**src/rtl/conv_window_feeder.sv**
```systemverilog
// ---------------------------------------------------------------------------
// conv_window_feeder
//
// Streaming 3x3 window generator for the neuron stage. Pixels arrive in raster
// order, one per handshake. Two line buffers hold the previous two rows. A 3x3
// register window slides across the image. Only windows that lie fully inside
// the image are emitted (valid-only convolution, no padding).
//
// Parameters
//   IMG_W  pixels per line (>= 3)
//   IMG_H  lines per frame (>= 3)
//   DW     signed pixel / tap width
//
// Ports
//   clk, rst              clock, synchronous active-high reset
//   pix_data/valid/ready  raster-order pixel input stream
//   win_0 .. win_8        window taps, row-major; win_0 is the oldest pixel
//                         (top-left) and win_8 is the pixel just accepted
//   start_                {9{win_valid}}, drives the neuron start vector
//   win_valid/ready       output handshake (single output register stage)
//   win_last              final window of a frame, qualified by win_valid
//   frame_cnt             completed-frame counter; this port exists only when
//                         the macro FEEDER_FRAME_CNT_EN is defined
// ---------------------------------------------------------------------------
module conv_window_feeder #(
  parameter int IMG_W = 8,
  parameter int IMG_H = 8,
  parameter int DW    = 27
) (
  input  logic                 clk,
  input  logic                 rst,
  input  logic signed [DW-1:0] pix_data,
  input  logic                 pix_valid,
  output logic                 pix_ready,
  output logic signed [DW-1:0] win_0,
  output logic signed [DW-1:0] win_1,
  output logic signed [DW-1:0] win_2,
  output logic signed [DW-1:0] win_3,
  output logic signed [DW-1:0] win_4,
  output logic signed [DW-1:0] win_5,
  output logic signed [DW-1:0] win_6,
  output logic signed [DW-1:0] win_7,
  output logic signed [DW-1:0] win_8,
  output logic [8:0]           start_,
  output logic                 win_valid,
  input  logic                 win_ready,
  output logic                 win_last
`ifdef FEEDER_FRAME_CNT_EN
  ,
  output logic [15:0]          frame_cnt
`endif
);

  localparam int CW = (IMG_W > 1) ? $clog2(IMG_W) : 1;
  localparam int RW = (IMG_H > 1) ? $clog2(IMG_H) : 1;
  localparam logic [CW-1:0] COL_LAST = CW'(IMG_W - 1);
  localparam logic [RW-1:0] ROW_LAST = RW'(IMG_H - 1);
  localparam logic [CW-1:0] COL_TWO  = CW'(2);
  localparam logic [RW-1:0] ROW_TWO  = RW'(2);

  // Input stage: raster position of the pixel being offered and line buffers.
  logic [CW-1:0]        col_p0;
  logic [RW-1:0]        row_p0;
  logic signed [DW-1:0] lb0_p0 [IMG_W];  // row r-1
  logic signed [DW-1:0] lb1_p0 [IMG_W];  // row r-2
  logic                 acc_p0;
  logic                 col_last_p0;
  logic                 row_last_p0;
  logic                 emit_p0;

  // Output stage: window registers and their handshake state.
  logic signed [DW-1:0] win_p1 [9];
  logic                 vld_p1;
  logic                 last_p1;

  // A new pixel can only enter when the held window is empty or being consumed;
  // accepting a pixel always reshapes the window, so this keeps taps stable
  // under backpressure.
  assign pix_ready   = ~vld_p1 | win_ready;
  assign acc_p0      = pix_valid & pix_ready;
  assign col_last_p0 = (col_p0 == COL_LAST);
  assign row_last_p0 = (row_p0 == ROW_LAST);
  assign emit_p0     = acc_p0 && (row_p0 >= ROW_TWO) && (col_p0 >= COL_TWO);

  always_ff @(posedge clk) begin
    if (rst) begin
      col_p0 <= '0;
      row_p0 <= '0;
    end else if (acc_p0) begin
      if (col_last_p0) begin
        col_p0 <= '0;
        row_p0 <= row_last_p0 ? '0 : row_p0 + RW'(1);
      end else begin
        col_p0 <= col_p0 + CW'(1);
      end
    end
  end

  always_ff @(posedge clk) begin
    if (rst) begin
      for (int i = 0; i < IMG_W; i++) begin
        lb0_p0[i] <= '0;
        lb1_p0[i] <= '0;
      end
    end else if (acc_p0) begin
      lb1_p0[col_p0] <= lb0_p0[col_p0];
      lb0_p0[col_p0] <= pix_data;
    end
  end

  // ---- stage boundary: p0 -> p1 (window registers) ----
  // Each row of the window shifts left by one column; the incoming column is
  // {row r-2, row r-1, row r} at the current column. The first two columns of
  // every row push out whatever was left from the previous row, so the window
  // is clean again by col = 2.
  always_ff @(posedge clk) begin
    if (rst) begin
      for (int k = 0; k < 9; k++) begin
        win_p1[k] <= '0;
      end
    end else if (acc_p0) begin
      win_p1[0] <= win_p1[1];
      win_p1[1] <= win_p1[2];
      win_p1[2] <= lb1_p0[col_p0];
      win_p1[3] <= win_p1[4];
      win_p1[4] <= win_p1[5];
      win_p1[5] <= lb0_p0[col_p0];
      win_p1[6] <= win_p1[7];
      win_p1[7] <= win_p1[8];
      win_p1[8] <= pix_data;
    end
  end

  // A qualifying accept in the same cycle as a consume replaces the window,
  // so the emit branch takes priority over the drain branch.
  always_ff @(posedge clk) begin
    if (rst) begin
      vld_p1  <= 1'b0;
      last_p1 <= 1'b0;
    end else if (emit_p0) begin
      vld_p1  <= 1'b1;
      last_p1 <= row_last_p0 && col_last_p0;
    end else if (vld_p1 && win_ready) begin
      vld_p1  <= 1'b0;
      last_p1 <= 1'b0;
    end
  end

`ifdef FEEDER_FRAME_CNT_EN
  always_ff @(posedge clk) begin
    if (rst) begin
      frame_cnt <= '0;
    end else if (acc_p0 && row_last_p0 && col_last_p0) begin
      frame_cnt <= frame_cnt + 16'd1;
    end
  end
`endif

  assign win_0     = win_p1[0];
  assign win_1     = win_p1[1];
  assign win_2     = win_p1[2];
  assign win_3     = win_p1[3];
  assign win_4     = win_p1[4];
  assign win_5     = win_p1[5];
  assign win_6     = win_p1[6];
  assign win_7     = win_p1[7];
  assign win_8     = win_p1[8];
  assign win_valid = vld_p1;
  assign win_last  = last_p1;
  assign start_    = {9{vld_p1}};

endmodule

```
**config.mk**
```make
export PLATFORM = sky130hd
export DESIGN_NAME = conv_window_feeder
export DESIGN_NICKNAME = d
export VERILOG_FILES = /design/src/rtl/conv_window_feeder.sv
export SDC_FILE = /design/constraint.sdc
export NUM_CORES = 1
export LEC_CHECK = 0
export CORE_MARGIN = 2
export CORE_UTILIZATION = 60
export DETAILED_ROUTE_END_ITERATION = 7
export PLACE_DENSITY = 0.84
export SETUP_SLACK_MARGIN = 0.2
export SLEW_MARGIN = 20
export SYNTH_ARGS = -nofsm -noshare
export SYNTH_HDL_FRONTEND = slang
export SYNTH_SLANG_ARGS = --single-unit
```
**constraint.sdc**
```tcl
create_clock -name clk -period 60.3 [get_ports clk]
set_input_delay 12.06 -clock clk [delete_from_list [all_inputs] [get_ports clk]]
set_output_delay 12.06 -clock clk [all_outputs]
set_load 0.05 [all_outputs]
```
==> flow_summary.ini, run 1 <==
[setup_path]
cp_common_cell = clkdlybuf4s50_1
r2r-end = lb1_p0[4][13]
start_kind = input port
r2r-start = win_valid
cpPeakStageDelay_ps = 780
cp.arrival_ps = 14230
cp.required_ps = 48240
r2r_setup_slack_ps = 55690
rr_worst_depth = 6
endpoint_kind = output port
crit_buf_inv = 3
slowest_stage = clkdlybuf4s50_1
worst-setup-path-type = in2out
crit_family = buffers and inverters
cp_max_fo = 12
crit_chain = clkdlybuf4s50_1, nor2b_1, inv_2, clkdlybuf4s50_1

[global_routing]
grt_pass1_vias = 18000
grtUsageTotal_pct = 26.7
overflow = 0
grt_max_degree = 163
antenna_found_initial = 0
grt_pass1_wl_um = 103000

[cts]
cts_tree = yes
cts_hold_buffers = 0
clockBufferDepth = 3
root_buffer = clkbuf_16
clkLatencyLatePin_ps = 600
cts-buffers-inserted = 69
cts.sinks = 686
h-tree-depth = 3
postCtsSetupBuffers = 0
clk_pin_slew_ps = 60
cts_resized = 0

[synth]
synth.area.top_cells = edfxtp_1 69%, mux2_2 6.2%, nor3_1 4.6%
synth-simple-area-share_pct = 13.6
synth_ff_type = edfxtp_1
postSynth.asyncResetShare_pct = 0
synth_xor_area_share_pct = 0
ys_types = 43
synth_top_family_by_area = simple AND/OR/NAND/NOR gates
ys_warn_count = 0
seq_area_frac_synth_pct = 69.6
synth_compound_area_share_pct = 4.44
yosys.area.top_type = edfxtp_1
synthMuxAreaShare_pct = 8.07
syn_nets = 1998
synth_cells = 1961
syn_area_sq_um = 29400
synth_seq_cells = 686
synth.avg_cell_area_sq_um = 15.0
synthAdderAreaFrac_pct = 0.255
synth-edff-count = 675
synth_top_area_share_pct = 68.9

[final_layout]
drive_gt1_share_pct = 16.8
ff_latch_area_sq_um = 20500
design_area_sq_um = 34700
multi_input_area_sq_um = 7920
nets = 2200
fin_util_pct = 71.3
area_growth_pct = 17.9
finalNonFillerCells = 2839
fillCellCount = 2994

[placement]
io_buffers = 285
pre_cts_ws_ps = 34080
postPlaceCellArea_sq_um = 32400
place_inst = 2714
gp_congestion = 0.800
hpwlAfterDp_um = 39300

[timing]
fin_worst_skew_ps = 27.7
max_slew_margin_pct = 25.9
holdWs_ps = 478
finalMaxSlewViolations = 0
worst_slew_pin_slew_ps = 1110
period_share_pct = 43.6
finalHoldViolCount = 0
tns_ps = 0
rsz0062_at_grt = false
setup_viol = 0
fin_ws_ps = 34010
fmaxAchievable_mhz = 38.0
min_period_ps = 26290

[hold_path]
hold_path_depth = 2
worstHoldPathType = reg2reg
hp-start = win_last
hold_end = win_last

[power_and_ir_drop]
totalPowerFinal_mw = 1.14
ir_worst_vdd_uv = 21.6
power.leakage_nw = 11.8
powerDensity_nw_per_um2 = 32.9

[route]
via_per_inst = 6.46
num_vias = 18300
drt_wl_total_um = 68700
antenna_left = 0
drt_iter0_markers = 2103
post_drt_wl_per_cell_um = 24.2
drt_pass1_iterations = 6
drc = 0

[die]
start_util_pct = 60.5
dieArea_sq_um = 50800
die_w_um = 225
fp.coreArea_sq_um = 48600
io_pins = 286
rows = 81
die_y_um = 225

[outcome]
status = finished clean

[flow_run]
maxCapViolCount = 0
==> sequential cells by signal, summed over array words and instances, names as in the netlist, named ones only <==
register   cells
win_p1       243
lb0_p0       216
lb1_p0       216
col_p0         3
row_p0         3
win_last       1
win_valid      1
==> placed cells by master (no fill, tap or decap), drive strengths merged, types with 3 or more instances in the layout <==
cell type      instances
mux2                 162
nand3                  4
and2                 162
a22o                  27
nor2                  30
clkinvlp               3
clkbuf                78
nand2b                 5
nor3                 271
bufinv                 9
clkinv                57
inv                   10
a21oi                  8
nand2                  4
o22ai                 81
clkdlybuf4s50        285
dfxtp                 11
mux2i                 55
o21ai                 11
ha                     6
edfxtp               675
buf                   28
nand4                  5
nor4                 216
==> layout make-up <==
| type | count | area share, % |
|---|---|---|
| Sequential cell | 686 | 59.1 |
| Multi-Input combinational cell | 1060 | 22.8 |
| Timing Repair Buffer | 313 | 8.90 |
| Clock buffer | 78 | 5.19 |
| Tap cell | 622 | 2.24 |
| Clock inverter | 46 | 1.36 |
| Inverter | 33 | 0.357 |
| Antenna cell | 1 | 0.00721 |
==> Yosys cell counts (2+ instances only) <==
master	n
edfxtp_1	675
nor3_1	270
nor4_1	216
and2_1	162
mux2_2	162
clkbuf_1	62
buf_2	57
mux2i_1	55
o22ai_2	43
nor2_1	29
o22ai_1	28
a22o_1	27
clkinv_1	27
buf_4	26
buf_6	25
dfxtp_1	11
o21ai_0	11
o22ai_4	10
clkbuf_2	9
a21oi_1	8
ha_1	6
nand2b_1	5
inv_1	4
buf_1	3
nand3_1	3
nand4_1	3
a211oi_1	2
inv_2	2
nand2_1	2
nand2_2	2
nand4_2	2
nor2b_1	2
o31ai_1	2
==> how the worst max path moves through the flow <==
stage / to / from / cells after the start / slack (ps)
floorplan: win_p1[0][0] / win_ready / 3 / 29960
global placement: pix_ready / win_ready / 4 / 34120
detailed placement: pix_ready / win_ready / 4 / 34080
CTS: pix_ready / win_ready / 4 / 34050
global route: pix_ready / win_ready / 4 / 33920
finish: pix_ready / win_ready / 4 / 34010
==> worst reg2reg max path: stages, from the launching register on <==
cell,delay (ps)
dfxtp_1,530
nor2b_1,700
inv_2,320
nand4_4,610
buf_4,980
buf_4,930
nor4_1,240
==> cell families (layout without fill, tap and decap cells) <==
logic type	Yosys count	after routing
AOI/OAI and AO/OA	135	135
adders and majority gates	6	6
buffers and inverters	215	470
DFF	686	686
muxes	217	217
other	0	1
and+or+nand+nor	702	702
==> routing by layer <==
metal / part of all wire (%) / track usage (%)
met5: 0 / 0
met4: 2.5 / 10.4
met3: 9.8 / 5.16
met2: 50 / 45.0
met1: 38 / 34.6
==> power breakdown <==
part / switching (mW) / internal [mW] / total (mW)
Sequential: 0.0110 / 0.551 / 0.562
Clock: 0.178 / 0.254 / 0.432
Combinational: 0.103 / 0.0440 / 0.147
Total: 0.292 / 0.849 / 1.14
Power figures use the tool's default switching activity.
==> inputs of run 2 (changes only) <==
--- a/config.mk
+++ b/config.mk
@@ -6,9 +6,9 @@
 export NUM_CORES = 1
 export LEC_CHECK = 0
 export CORE_MARGIN = 2
-export CORE_UTILIZATION = 60
+export CORE_UTILIZATION = 57
 export DETAILED_ROUTE_END_ITERATION = 7
-export PLACE_DENSITY = 0.84
+export PLACE_DENSITY = 0.81
 export SETUP_SLACK_MARGIN = 0.2
 export SLEW_MARGIN = 20
 export SYNTH_ARGS = -nofsm -noshare
==> constraint.sdc (replaced) <==
create_clock -name clk -period 26.3 [get_ports clk]
set_input_delay 5.26 -clock clk [delete_from_list [all_inputs] [get_ports clk]]
set_output_delay 5.26 -clock clk [all_outputs]
set_load 0.05 [all_outputs]
==> run 2 against run 1 <==
Net effect: critical endpoint unchanged; sequential power rose by 130%; non-clock buffer count rose by 2; setup slack got worse by 20000 ps; cell area barely moved; flip-flop and latch count did not move; via count fell by 2.0%; clock skew fell by 6.5 ps; highest routed layer unchanged; routed wire length fell by 4.6%; core utilization fell by 3.6 points; sequential share of layout area barely moved; register-to-register slack got worse by 33000 ps; largest power group unchanged; cell count rose by 2.0%.
==> flow_summary.ini, run 2 (synthesis results as in run 1) <==
[outcome]
status = finished clean

[global_routing]
grt_pass1_wl_um = 101000
grt_pass1_vias = 17500
antenna_found_initial = 0
grtUsageTotal_pct = 24.5
grt_max_degree = 110
overflow = 0

[power_and_ir_drop]
power.leakage_nw = 11.7
power_frac_clock_pct = 37.1
p_int_mw = 1.92
pwr-share-comb_pct = 12.9
powerDensity_nw_per_um2 = 74.3
switching_share_pct = 25.5
share_seq_of_total_power_pct = 50.0
ir_worst_vdd_uv = 52.9
switchingPower_mw = 0.655

[timing]
fin_worst_skew_ps = 21.2
holdWs_ps = 493
fmaxAchievable_mhz = 79.1
finalHoldViolCount = 0
setup_viol = 0
period_share_pct = 48.0
min_period_ps = 12640
finalMaxSlewViolations = 0
max_slew_margin_pct = 28.8
worst_slew_pin_slew_ps = 1070
tns_ps = 0
rsz0062_at_grt = false

[setup_path]
cp_max_fo = 12
slowest_stage = clkdlybuf4s50_1
cp.required_ps = 21040
crit_family = buffers and inverters
crit_start = win_ready
endpoint_kind = output port
worst-setup-path-type = in2out
cp_common_cell = clkdlybuf4s50_1
cpPeakStageDelay_ps = 780
crit_chain = clkdlybuf4s50_1, nor2b_1, inv_2, clkdlybuf4s50_1
crit_buf_inv = 3
cp.arrival_ps = 7380
start_kind = input port
r2r-start = win_valid

[route]
wl_met1_um = 25400
drt_iter0_markers = 1684
drt_pass1_iterations = 5
drc = 0
dr_wl_met2_um = 32700
wl_met3_um = 5600
via_per_inst = 6.20
num_vias = 18000
drt_wl_total_um = 65600
post_drt_wl_per_cell_um = 22.6
routed.top_layer = met4
antenna_left = 0

[final_layout]
finalNonFillerCells = 2897
drive_gt1_share_pct = 16.4
reg_top3 = win_p1 (243), lb0_p0 (216), lb1_p0 (216)
design_area_sq_um = 34700
regMostFlops = win_p1
final_cell_mix = 675 x edfxtp_1, 285 x clkdlybuf4s50_1, 270 x nor3_1, 216 x nor4_1
nets = 2201
final_common_cell = edfxtp_1
area_growth_pct = 17.8
num_antenna_cells = 0
largest_reg_flops = 243

[cts]
cts_tree = yes
root_buffer = clkbuf_16
cts.sinks = 686
postCtsSetupBuffers = 0
clockBufferDepth = 3
cts-buffers-inserted = 68
cts_resized = 0
clkLatencyLatePin_ps = 610
h-tree-depth = 3
clk_pin_slew_ps = 60
cts_hold_buffers = 0

[hold_path]
hp-start = win_last
worstHoldPathType = reg2reg

[die]
io_pins = 286
rows = 83
fp.coreArea_sq_um = 51200
start_util_pct = 57.5
die_y_um = 231
dieArea_sq_um = 53400
die_w_um = 231

[placement]
postPlaceCellArea_sq_um = 32500
place_inst = 2774
hpwlAfterDp_um = 37200
io_buffers = 285
gp_congestion = 0.802

[flow_run]
maxCapViolCount = 0
## run 2: cell types whose count changed in the layout (fill, tap and decap cells not counted), moves of 2 or more
cell	change
clkbuf_1	+10
clkinv_2	-4
bufinv_16	-3
buf_6	+2
clkbuf_8	-2
clkinv_1	-2
inv_6	-2
## run 2: power by group through the flow
stage | Clock [mW] | Sequential (mW) | Combinational [mW]
finish | 0.954 | 1.29 | 0.332
global route | 1.01 | 1.29 | 0.346
CTS | 0.965 | 1.29 | 0.331
detailed placement | 0 | 1.31 | 0.330
global placement | 0 | 1.31 | 0.323
floorplan | 0 | 1.41 | 0.139
## run 2: worst reg2reg max path: stages (launching register included)
cell	delay (ps)
dfxtp_1	520
nor2b_1	680
inv_2	290
nand4_4	670
buf_4	910
o21ai_4	120
buf_4	450
## run 2: final timing paths
check	to	slack (ps)	cells after the start
worst min register to register	win_last	490	2
worst min-delay path	win_last	490	2
worst max register to register	lb0_p0[1][10]	22250	6
worst max-delay path	pix_ready	13660	4
## run 2: final cells by class
cell class / instances / area, sq um
fill: 3384 / 16500
sequential: 686 / 20500
tap: 680 / 851
timing repair buffer: 315 / 3090
inverter: 33 / 124
multi-input combinational: 1060 / 7910
clock buffer: 87 / 1840
clock inverter: 36 / 350
## run 2: stage by stage
stage	worst slack (ps)	utilization (%)	power, mW
6_report	13660	67.7	2.57
3_3_place_gp	13720	63.4	1.63
4_1_cts	13680	67.7	2.59
5_1_grt	13570	67.7	2.65
3_5_place_dp	13670	63.4	1.64
2_1_floorplan	2760	-	1.55
## run 2: metal layers
| metal | vias to the layer above | track usage (%) |
|---|---|---|
| li1 | 8088 | - |
| met1 | 8774 | 32.2 |
| met2 | 973 | 41.2 |
| met3 | 132 | 4.05 |
| met4 | 0 | 9.52 |
| met5 | - | 0 |
